--- config.mk ---
export PLATFORM = sky130hd
export DESIGN_NAME = scan_sequencer
export DESIGN_NICKNAME = d
export VERILOG_FILES = /design/src/rtl/scan_sequencer.sv
export SDC_FILE = /design/constraint.sdc
export NUM_CORES = 1
export LEC_CHECK = 0
export CORE_ASPECT_RATIO = 1.75
export CORE_UTILIZATION = 56
export DETAILED_ROUTE_END_ITERATION = 12
export DONT_BUFFER_PORTS = 1
export GPL_TIMING_DRIVEN = 0
export PLACE_DENSITY = 0.83
export SKIP_CTS_REPAIR_TIMING = 1
export SYNTH_ARGS = -nofsm -noshare
export SYNTH_HDL_FRONTEND = slang
export SYNTH_SLANG_ARGS = --single-unit
export TNS_END_PERCENT = 100
--- constraint.sdc ---
create_clock -name clk -period 2.41 [get_ports clk]
set_input_delay 0.241 -clock clk [delete_from_list [all_inputs] [get_ports clk]]
set_output_delay 0.241 -clock clk [all_outputs]
set_load 0.1 [all_outputs]
--- src/rtl/scan_sequencer.sv ---
// scan_sequencer
// Walks a 2-bit channel index across the enabled channels of a 4-channel
// group. A programmable prescaler sets the period between advances.
//
// Ports
//   clk       : single clock, rising-edge active
//   rst_n     : asynchronous active-low reset
//   en        : 1 = run the scan, 0 = idle/hold
//   div       : step period minus one, in clk cycles
//   mask      : per-channel enable, bit i = channel i may be selected
//   dir       : 0 = ascending search, 1 = descending search
//   load      : synchronous strobe that forces sel to load_val
//   load_val  : channel index applied on load
//   sel       : current channel index (feeds a 2-to-4 decoder directly)
//   valid     : sel addresses an enabled channel while running
//   step      : one-cycle pulse with each newly presented sel
//   frame     : one-cycle pulse with step when the advance wrapped
module scan_sequencer #(
    parameter int DIV_W = 16
) (
    input  logic             clk,
    input  logic             rst_n,
    input  logic             en,
    input  logic [DIV_W-1:0] div,
    input  logic [3:0]       mask,
    input  logic             dir,
    input  logic             load,
    input  logic [1:0]       load_val,
    output logic [1:0]       sel,
    output logic             valid,
    output logic             step,
    output logic             frame
);

    typedef enum logic {
        IDLE = 1'b0,
        RUN  = 1'b1
    } state_t;

    state_t           state_r;
    state_t           state_next_s;
    logic [DIV_W-1:0] cnt_r;
    logic [DIV_W-1:0] cnt_next_s;
    logic [1:0]       sel_r;
    logic [1:0]       sel_next_s;
    logic             step_r;
    logic             step_next_s;
    logic             frame_r;
    logic             frame_next_s;
    logic             tick_s;
    logic [1:0]       cand_s;
    logic             wrap_s;

    // Nearest enabled channel from cur in the requested direction; cur itself
    // is returned when no other channel is enabled. Farthest candidate is
    // checked first so the nearest hit overwrites it.
    function automatic logic [1:0] find_next(input logic [1:0] cur,
                                             input logic [3:0] m,
                                             input logic       d);
        logic [1:0] res;
        logic [1:0] cand;
        res = cur;
        for (int k = 3; k >= 1; k--) begin
            cand = d ? (cur - 2'(k)) : (cur + 2'(k));
            if (m[cand]) begin
                res = cand;
            end else begin
                res = res;
            end
        end
        return res;
    endfunction

    // State register.
    always_ff @(posedge clk or negedge rst_n) begin
        if (!rst_n) begin
            state_r <= IDLE;
        end else begin
            state_r <= state_next_s;
        end
    end

    // Next-state logic: run only while enabled with at least one channel on.
    always_comb begin
        state_next_s = state_r;
        case (state_r)
            IDLE: begin
                if (en && (mask != 4'b0000)) state_next_s = RUN;
                else                         state_next_s = IDLE;
            end
            RUN: begin
                if (!en || (mask == 4'b0000)) state_next_s = IDLE;
                else                          state_next_s = RUN;
            end
            default: state_next_s = IDLE;
        endcase
    end

    // FSM output: valid is combinational on registered state/sel and live mask.
    always_comb begin
        valid = 1'b0;
        if (state_r == RUN) valid = mask[sel_r];
        else                valid = 1'b0;
    end

    // Prescaler compare, channel search and wrap detection.
    always_comb begin
        tick_s = (state_r == RUN) && (cnt_r == div);
        cand_s = find_next(sel_r, mask, dir);
        if (dir) wrap_s = (cand_s >= sel_r);
        else     wrap_s = (cand_s <= sel_r);
    end

    // Datapath next values; load wins over a coincident tick.
    always_comb begin
        cnt_next_s   = cnt_r;
        sel_next_s   = sel_r;
        step_next_s  = 1'b0;
        frame_next_s = 1'b0;
        if (load) begin
            cnt_next_s = {DIV_W{1'b0}};
            sel_next_s = load_val;
        end else if (tick_s) begin
            cnt_next_s   = {DIV_W{1'b0}};
            sel_next_s   = cand_s;
            step_next_s  = 1'b1;
            frame_next_s = wrap_s;
        end else if (state_r == RUN) begin
            // Lowering div below cnt lets cnt run on and wrap naturally.
            cnt_next_s = cnt_r + DIV_W'(1);
        end else begin
            cnt_next_s = {DIV_W{1'b0}};
        end
    end

    // Datapath registers.
    always_ff @(posedge clk or negedge rst_n) begin
        if (!rst_n) begin
            cnt_r   <= {DIV_W{1'b0}};
            sel_r   <= 2'b00;
            step_r  <= 1'b0;
            frame_r <= 1'b0;
        end else begin
            cnt_r   <= cnt_next_s;
            sel_r   <= sel_next_s;
            step_r  <= step_next_s;
            frame_r <= frame_next_s;
        end
    end

    assign sel   = sel_r;
    assign step  = step_r;
    assign frame = frame_r;

endmodule

* Word-level counts from Yosys, hierarchy flattened
Index checks and enable logic that the tools add are counted. Widths: inputs -> output; s select.
Word-level totals: bits in registers 21, input port bits 27, output and inout bits 5, word-level logic and storage cells 55
Operators by class: add/subtract/negate cells 7, magnitude comparators 6, eq/ne operators 1, multiplexer cells 28, bitwise logic cells 1, reduce and logical (&&, ||, !) cells 7
Operators by type and width (count):
- $mux 16 | 3
- $add 16x1->16 const B | 1
- $eq 16x16->1 | 1
- $mux 2 | 8
- $lt 2x3->1 const B | 4
- $mux 1 | 12
- $bmux 1 s2 | 4
- $add 2x2->2 const B | 2
- $logic_not 4->1 | 1
- $reduce_bool 4->1 | 1
- $sub 2x2->2 const B | 2
- $add 2x1->2 const B | 1
- $ge 2x2->1 | 1
- $le 2x2->1 | 1
- $logic_and 1x1->1 | 2
- $pmux 1 s2 | 1
- $reduce_bool 2->1 | 1
- $sub 2x1->2 const B | 1
- $logic_not 1->1 | 1
- $logic_or 1x1->1 | 1
- $not 1->1 | 1

* Logic depth before layout (Yosys ltp)
Gate-level depths: netlist of run 1.
depth in word-level cells 11, depth in mapped cells 12, mapped depth without buffers 11

* Least setup slack after synthesis of run 1
Ideal clock, no wire load.
path kind flip-flop to flip-flop, start point register sel_r[1], in the netlist sel[1], end point register frame_r, in the netlist frame, data arrival time 2.884 ns, setup slack -0.560 ns, cell stages (with the launch flop) 13, period minus slack after synthesis 2.970 ns, cells stage by stage dfrtp_1 -> buf_2 -> mux2_4 -> a32o_1 -> o221ai_1 -> nand2_1 -> a21oi_1 -> ha_1 -> inv_1 -> a21oi_1 -> xor2_1 -> a21oi_1 -> nor3_1
On the way: cells in the longest elaborated chain, start to end 11, elaborated cells on any way between the ends 23, those cells by class 6 x add/sub; 2 x order compare; 15 x mux
RTL lines:
- start: declaration | RTL line 44 | logic [1:0] sel_r;
- start signal: assignment | RTL line 145 | sel_r <= sel_next_s;
- $add 2x2->2 / $sub 2x2->2 (equally long branches) | RTL line 64 | cand = d ? (cur - 2'(k)) : (cur + 2'(k));
- $mux 2 | RTL line 64
- $bmux 1 s2 | RTL line 65 | if (m[cand]) begin
- $mux 1 (implied by the code) | RTL line 65
- $mux 2 (3 in a row) | RTL line 65
- $le 2x2->1 / $ge 2x2->1 (equally long branches) | RTL line 111, 110
- $mux 1 (*) | RTL line 110 | if (dir) wrap_s = (cand_s >= sel_r);
- $mux 1 (*) | RTL line 123 | end else if (tick_s) begin
- $mux 1 (*) | RTL line 120 | if (load) begin
- net frame_next_s | RTL line 49 | logic frame_next_s;
- end signal: assignment | RTL line 147 | frame_r <= frame_next_s;
- end: declaration | RTL line 48 | logic frame_r;
Mark *: on every way through the listed nets, which the timed path passes. The rest lies on a longest branch. The select of a mux whose other input is x is not followed. A chain may end at the register's enable or synchronous reset.

* Worst setup path after layout of run 1
Same ends and word-level chain as after synthesis.

==> impl_metrics.ini, run 1 <==
[detailed_routing]
drtIter0Drc = 18
wl_met3_um = 126
dr.pass1.iters = 4
vias_per_cell = 6.33
vias = 1222
met1_length_um = 1110
post-route-drc-count = 0
wl_met2_um = 1910
routed_wl_um = 3240
antenna_left = 0
top_layer = met4
wl_per_cell_um = 16.8

[yosys]
synthArstFlopShare = 1.00
synth_top_area_frac = 0.355
synth_edf_count = 0
synth_seq_area_share = 0.355
synthesis.nets = 190
synth_warnings = 0
synth.distinct_cells = 43
synth_common_cells = xor2_1, nor2_1, dfrtp_1
netlist_instances = 160
netlist_area_mm2 = 0.00148
yosysMostFrequentCell = xor2_1
ys_ff_latch = 21
synthTopCellsByArea = dfrtp_1, xor2_1, nor2_1
yosys.area.top_type = dfrtp_1
synth_ff_type = dfrtp_1
syn_avg_cell_area_um2 = 9.25

[timing]
timing.final.ws_setup_ns = -0.229
final_hold_viol_count = 0
skew_ns = 0.00884
clock.fmax_mhz = 379
fin_crit_sh = 1.09
min_period_ns = 2.64
slew_headroom = 0.370
rsz0062_at_grt = true
hold_ws_ns = 0.110
tightest_slew_ns = 0.942
slew_violations = 0
setup_viol_count_final = 1

[clocking]
cts.sinks = 21
insertion_delay_ns = 0.26
htree_levels = 1
cts_inserted_buffers = 3
clock_path_buffers = 2
cts-root-buf = clkbuf_8
clk_pin_slew_worst_paths_ns = 0.08
cts_tree = done

[power]
ir_drop_mv = 0.497
p_per_area_mw_per_mm2 = 486
leakagePower_nw = 0.732
p_total_uw = 792

[global_route]
grtUsageTotal = 0.261
first_global_vias = 1281
overflow = 0
grt_pass1_wl_um = 5250
grt_start_max_net_pins = 22
antenna_found_initial = 0

[outcome]
failed_checks = negative setup slack
status = finished with violations

[setup_path]
crit_chain = buf_8, mux2_4, a32o_2, or3_1, o31ai_1, a21oi_2, ha_2, inv_2, a21oi_2, xor2_1, a21oi_1, nor3_1
crit_required_ns = 2.55
cp.buffers_inverters = 2
arrival_ns = 2.78
start_kind = register
critPathLaunch = sel[1]
crit_path_frequent_cell = a21oi_2
path_delay_family = compound AO/OA/AOI/OAI gates
r2r-start = sel[1]
critPathMaxStageDelay_ns = 0.63
crit_fanout = 6
crit_type = register to register
setup.worst_path.end_class = register
cpMaxStageDelayCell = dfrtp_4

[cells_and_area]
area_growth_syn_to_layout_pct = 10.2
n_antenna_cell = 0
final_cell_count_no_fill = 193
drive_gt1_frac = 0.180
fin_nets = 198

[die]
dieArea_mm2 = 0.00286
die_y_um = 70.0
initial_core_util = 0.594
rows = 24
ios = 32
core_area_mm2 = 0.00249
die_width_um = 40.9

[min_path]
hold_start = en
hp-class = input port to register

[placed_design]
hpwl_um = 2530
gp_congestion = 0.854
place.port_buffers = 0
dp.cells = 186

[flow_run]
cap_violations = 0
sequential cells by signal (all words and copies together) (netlist names):
| name | flops |
|---|---|
| cnt_r | 16 |
| sel | 2 |
| frame | 1 |
| state_r | 1 |
| step | 1 |
cell type report:
| cell class | count | area (µm²) |
|---|---|---|
| buffer | 5 | 31.3 |
| sequential | 21 | 533 |
| inverter | 6 | 22.5 |
| clock inverter | 1 | 5.00 |
| timing repair buffer | 3 | 25.0 |
| tap | 26 | 32.5 |
| clock buffer | 3 | 41.3 |
| multi-input combinational | 128 | 941 |
| fill | 199 | 861 |
where the power goes:
part | switching, mW | total [mW] | internal (mW)
logic | 0.101 | 0.174 | 0.0733
clock network | 0.113 | 0.228 | 0.115
registers | 0.0308 | 0.390 | 0.360
worst paths after layout:
kind                            end  cells after the start  slack (ns)
setup reg to reg              frame                     12       -0.23
hold reg to reg            cnt_r[0]                      1        0.56
max in group asynchronous    sel[0]                      1        1.16
min in group asynchronous   state_r                      1        0.57
hold / removal              state_r                      1        0.11
setup / recovery              frame                     12       -0.23
layer usage:
metal  global-route usage  vias to the layer above
met3               0.0349                       10
met5                    0                        -
met1                0.279                      591
li1                     -                      588
met4                0.133                        0
met2                0.448                       33
cells in the final DEF (no fill, tap or decap), drive strengths merged, types with 2 or more instances in the layout:
cell	n
nand4b	2
nand4	3
inv	6
nor2	24
clkbuf	5
nor4	5
a32o	2
nor2b	2
mux2	2
buf	5
o21ai	2
nand3	6
nand2	8
nor3	3
and4	5
and2	3
a21oi	6
and3	3
o221ai	2
xor2	28
dfrtp	21
ha	3
xnor2	5
logic make-up after synthesis:
group                    Yosys count  synth area share
multiplexers                       3            0.0330
AND/OR/NAND/NOR                   70             0.262
adder cells (fa/ha/maj)            3            0.0254
AO/OA/AOI/OAI                     19            0.0997
flip-flops                        21             0.355
buffers and inverters             11            0.0296
XOR/XNOR                          33             0.195
per-stage QoR:
stage                     area [µm²]  setup TNS [ns]  setup slack, ns  utilization
after floorplan                 1510         -0.0617          -0.0617            -
after global placement          1540          -0.196           -0.196        0.619
after detailed placement        1540          -0.228           -0.228        0.619
after CTS                       1590          -0.489           -0.249        0.638
after global routing            1630          -0.353           -0.353        0.655
final                           1630          -0.229           -0.229        0.655
No activity file was read; power rests on OpenSTA's default activity.
==> run 2, diff against run 1 <==
CAP_MARGIN = 15   (was not set)
CELL_PAD_IN_SITES_DETAIL_PLACEMENT = 1   (was not set)
CELL_PAD_IN_SITES_GLOBAL_PLACEMENT = 2   (was not set)
CORE_UTILIZATION = 38   (was 56)
PLACE_DENSITY = 0.91   (was 0.83)
==> impl_metrics.ini, run 2 (synthesis gave the netlist of run 1 again) <==
[outcome]
status = finished with violations
failed_checks = negative setup slack

[detailed_routing]
vias_per_cell = 5.69
drtIter0Drc = 22
post-route-drc-count = 0
wl_per_cell_um = 18.1
antenna_left = 0
routed_wl_um = 3830
dr.pass1.iters = 2
vias = 1207

[global_route]
grtUsageTotal = 0.194
first_global_vias = 1373
overflow = 0
grt_use_met2 = 0.395
grt_pass1_wl_um = 6290
grt_start_max_net_pins = 22
busiest_layer = met2
use_met1 = 0.181
grtUsageMet3 = 0.0290
antenna_found_initial = 0

[setup_path]
crit_chain = buf_8, mux2_4, a32o_2, o221ai_2, nand2_1, a21oi_2, ha_2, inv_2, a21oi_2, xor2_1, a21oi_1, nor3_1
setup.worst_path.end_class = register
cp.buffers_inverters = 2
arrival_ns = 2.85
crit_fanout = 7
start_kind = register
path_delay_family = compound AO/OA/AOI/OAI gates
cpMaxStageDelayCell = dfrtp_4
critPathMaxStageDelay_ns = 0.63
rrSetupSlack_ns = -0.26
crit_type = register to register
crit_path_frequent_cell = a21oi_2
crit_required_ns = 2.60

[timing]
slew_violations = 0
slew_headroom = 0.417
setup_viol_count_final = 1
min_period_ns = 2.67
fin_tns_setup_ns = -0.256
tightest_slew_ns = 0.875
timing.final.ws_setup_ns = -0.256
clock.fmax_mhz = 375
rsz0062_at_grt = true
skew_ns = 0.00502
fin_crit_sh = 1.11
final_hold_viol_count = 0
hold_ws_ns = 0.107

[clocking]
htree_levels = 1
insertion_delay_ns = 0.27
cts-root-buf = clkbuf_8
clk_pin_slew_worst_paths_ns = 0.08
cts_inserted_buffers = 3
clock_path_buffers = 2
cts.sinks = 21
cts_tree = done

[cells_and_area]
n_antenna_cell = 0
drive_gt1_frac = 0.175
final_cell_mix = xor2_1, nor2_1, dfrtp_1, nand2_1, nand3_1
mostFrequentLayoutCell = xor2_1
regMostFlops = cnt_r
fin_nets = 197
area_growth_syn_to_layout_pct = 12.3
nFillCells = 432
largest_register_ffs = 16

[power]
p_switching_uw = 258
leakagePower_nw = 0.732
p_per_area_mw_per_mm2 = 485
comb_power_share = 0.225
swShare = 0.320
ir_drop_mv = 0.366
clockPowerShare = 0.290
cell_internal_pwr_uw = 549
share_seq_of_total_power = 0.485

[die]
ios = 32
die_width_um = 49.2
core_area_mm2 = 0.00366
die_y_um = 84.6
initial_core_util = 0.404
rows = 29
dieArea_mm2 = 0.00416

[placed_design]
place_ws_ns = -0.316
hpwl_um = 3040
gp_congestion = 0.766
place.port_buffers = 0

[flow_run]
cap_violations = 0

[min_path]
hp-class = input port to register
-- run 2: cell count changes in the layout (fill, tap and decap cells not counted) --
cell    change
buf_12      +1
buf_4       -2
-- run 2: per-stage QoR --
step | std cells | power [mW] | instance area [µm²] | utilization
2_1_floorplan | 160 | 0.526 | 1510 | -
3_3_place_gp | 206 | 0.546 | 1570 | 0.428
3_5_place_dp | 206 | 0.558 | 1570 | 0.428
4_1_cts | 210 | 0.793 | 1610 | 0.440
5_1_grt | 212 | 0.842 | 1660 | 0.453
6_report | 212 | 0.806 | 1660 | 0.453
-- run 2: layout make-up --
class / instances / area [µm²] / share of cell area
Multi-Input combinational cell: 128 / 941 / 0.566
Sequential cell: 21 / 533 / 0.321
Tap cell: 46 / 57.6 / 0.0346
Clock buffer: 3 / 41.3 / 0.0248
Buffer: 5 / 31.3 / 0.0188
Timing Repair Buffer: 2 / 30.0 / 0.0181
Inverter: 6 / 22.5 / 0.0136
Clock inverter: 1 / 5.00 / 0.00301
-- run 2: final timing paths --
| path | start | depth (start not counted) | end |
|---|---|---|---|
| worst max-delay path | sel[1] | 12 | frame |
| worst min-delay path | en | 1 | state_r |
| worst max register to register | sel[1] | 12 | frame |
| worst min register to register | cnt_r[0] | 1 | cnt_r[0] |
| max in group asynchronous | rst_n | 2 | sel[0] |
| min in group asynchronous | rst_n | 2 | cnt_r[8] |
-- run 2: power groups by stage --
stage	Clock (mW)	Sequential (mW)	Combinational [mW]
detailed placement	0	0.397	0.161
finish	0.234	0.391	0.181
CTS	0.241	0.390	0.162
floorplan	0	0.394	0.131
global placement	0	0.397	0.150
global route	0.252	0.392	0.198
-- run 2: per-layer routing --
layer / vias to the layer above / share of wire / wire length [µm]
li1: 579 / - / -
met1: 595 / 0.36 / 1360
met2: 26 / 0.59 / 2270
met3: 7 / 0.033 / 128
met4: 0 / 0.017 / 66
met5: - / 0 / 0
==> run 3, diff against run 2 <==
CORE_ASPECT_RATIO = 2   (was 1.75)
SKIP_LAST_GASP = 1   (was not set)
==> impl_metrics.ini, run 3 (synthesis gave the netlist of run 1 again) <==
[outcome]
status = finished with violations
failed_checks = negative setup slack

[detailed_routing]
post-route-drc-count = 0
wl_per_cell_um = 17.8
met1_length_um = 1340
wl_met2_um = 2400
antenna_left = 0
top_layer = met4
drtIter0Drc = 10
routed_wl_um = 3890
vias = 1224
vias_per_cell = 5.61
dr.pass1.iters = 4
wl_met3_um = 85

[timing]
setup_viol_count_final = 1
min_period_ns = 2.66
rsz0062_at_grt = true
fin_crit_sh = 1.10
slew_violations = 0
timing.final.ws_setup_ns = -0.245
slew_headroom = 0.417
clock.fmax_mhz = 377
tightest_slew_ns = 0.875
skew_ns = 0.00390
fin_tns_setup_ns = -0.245
final_hold_viol_count = 0

[clocking]
cts_inserted_buffers = 3
cts-root-buf = clkbuf_8
cts.sinks = 21
clock_path_buffers = 2
htree_levels = 1
clk_pin_slew_worst_paths_ns = 0.08
insertion_delay_ns = 0.27
cts_tree = done

[placed_design]
dp.cells = 209
placed_cell_area_mm2 = 0.00157
hpwl_um = 3070
place.port_buffers = 0
gp_congestion = 0.766

[cells_and_area]
multi_input_area_um2 = 941
final_cell_mix = xor2_1, nor2_1, dfrtp_1, nand2_1, nand3_1
area_growth_syn_to_layout_pct = 14.0
nFillCells = 438
n_antenna_cell = 0
seqCellArea_um2 = 533
mostFrequentLayoutCell = xor2_1
regMostFlops = cnt_r
final_cell_count_no_fill = 218
fin_util = 0.458
fin_area_mm2 = 0.00169
drive_gt1_frac = 0.189
fin_nets = 200
largest_register_ffs = 16

[global_route]
overflow = 0
antenna_found_initial = 0
first_global_vias = 1389
grtUsageTotal = 0.200
grt_pass1_wl_um = 6180
grt_start_max_net_pins = 22

[die]
initial_core_util = 0.402
core_area_mm2 = 0.00368
rows = 31
die_y_um = 90.3
dieArea_mm2 = 0.00416
die_width_um = 46.1
ios = 32

[power]
ir_drop_mv = 0.324
p_per_area_mw_per_mm2 = 486
leakagePower_nw = 0.747

[setup_path]
crit_type = register to register
arrival_ns = 2.85
start_kind = register
crit_fanout = 7
setup.worst_path.end_class = register
crit_required_ns = 2.60

[flow_run]
cap_violations = 0

[min_path]
hp-class = input port to register
run 3: changes by cell type in the layout (fill, tap and decap cells not counted):
cell	change
buf_4	+3
run 3: worst max-delay path, stage by stage, from the launching register on:
cell and delay, ns:
dfrtp_4 0.63, buf_8 0.19, mux2_4 0.30, a32o_2 0.30
o221ai_2 0.19, nand2_1 0.10, a21oi_2 0.15, ha_2 0.19
inv_2 0.03, a21oi_2 0.13, xor2_1 0.16, a21oi_1 0.06
nor3_1 0.13
run 3: per-layer routing:
| layer | global-route usage | up-vias |
|---|---|---|
| met2 | 0.387 | 27 |
| li1 | - | 583 |
| met1 | 0.193 | 609 |
| met5 | 0 | - |
| met4 | 0.0809 | 0 |
| met3 | 0.0140 | 5 |
run 3: metrics by stage:
stage                     power (mW)  worst slack [ns]  hold slack [ns]
after floorplan                0.526           -0.0617          -0.0546
after global placement         0.547            -0.225          -0.0541
after detailed placement       0.558            -0.312          -0.0540
after CTS                      0.793            -0.342           -0.344
after global routing           0.851            -0.372            0.111
final                          0.820            -0.245            0.102
run 3: final timing paths:
kind	slack, ns	endpoint	depth (start not counted)	startpoint
max	-0.25	frame	12	sel[1]
min	0.10	state_r	1	en
max reg2reg	-0.25	frame	12	sel[1]
min reg2reg	0.56	cnt_r[0]	1	cnt_r[0]
max in group asynchronous	1.85	sel[0]	2	rst_n
min in group asynchronous	0.41	cnt_r[9]	2	rst_n
run 3: layout make-up:
type                    count  area share
multi-input cells         128       0.557
plain buffers               5      0.0185
clock buffers               3      0.0245
repair buffers              5      0.0311
flip-flops and latches     21       0.316
clock inverters             1     0.00297
well taps                  49      0.0363
inverters                   6      0.0133
run 3: where the power goes:
group          total [mW]  internal (mW)  switching, mW
Clock               0.242          0.116          0.126
Sequential          0.391          0.359         0.0313
Combinational       0.188         0.0789          0.109
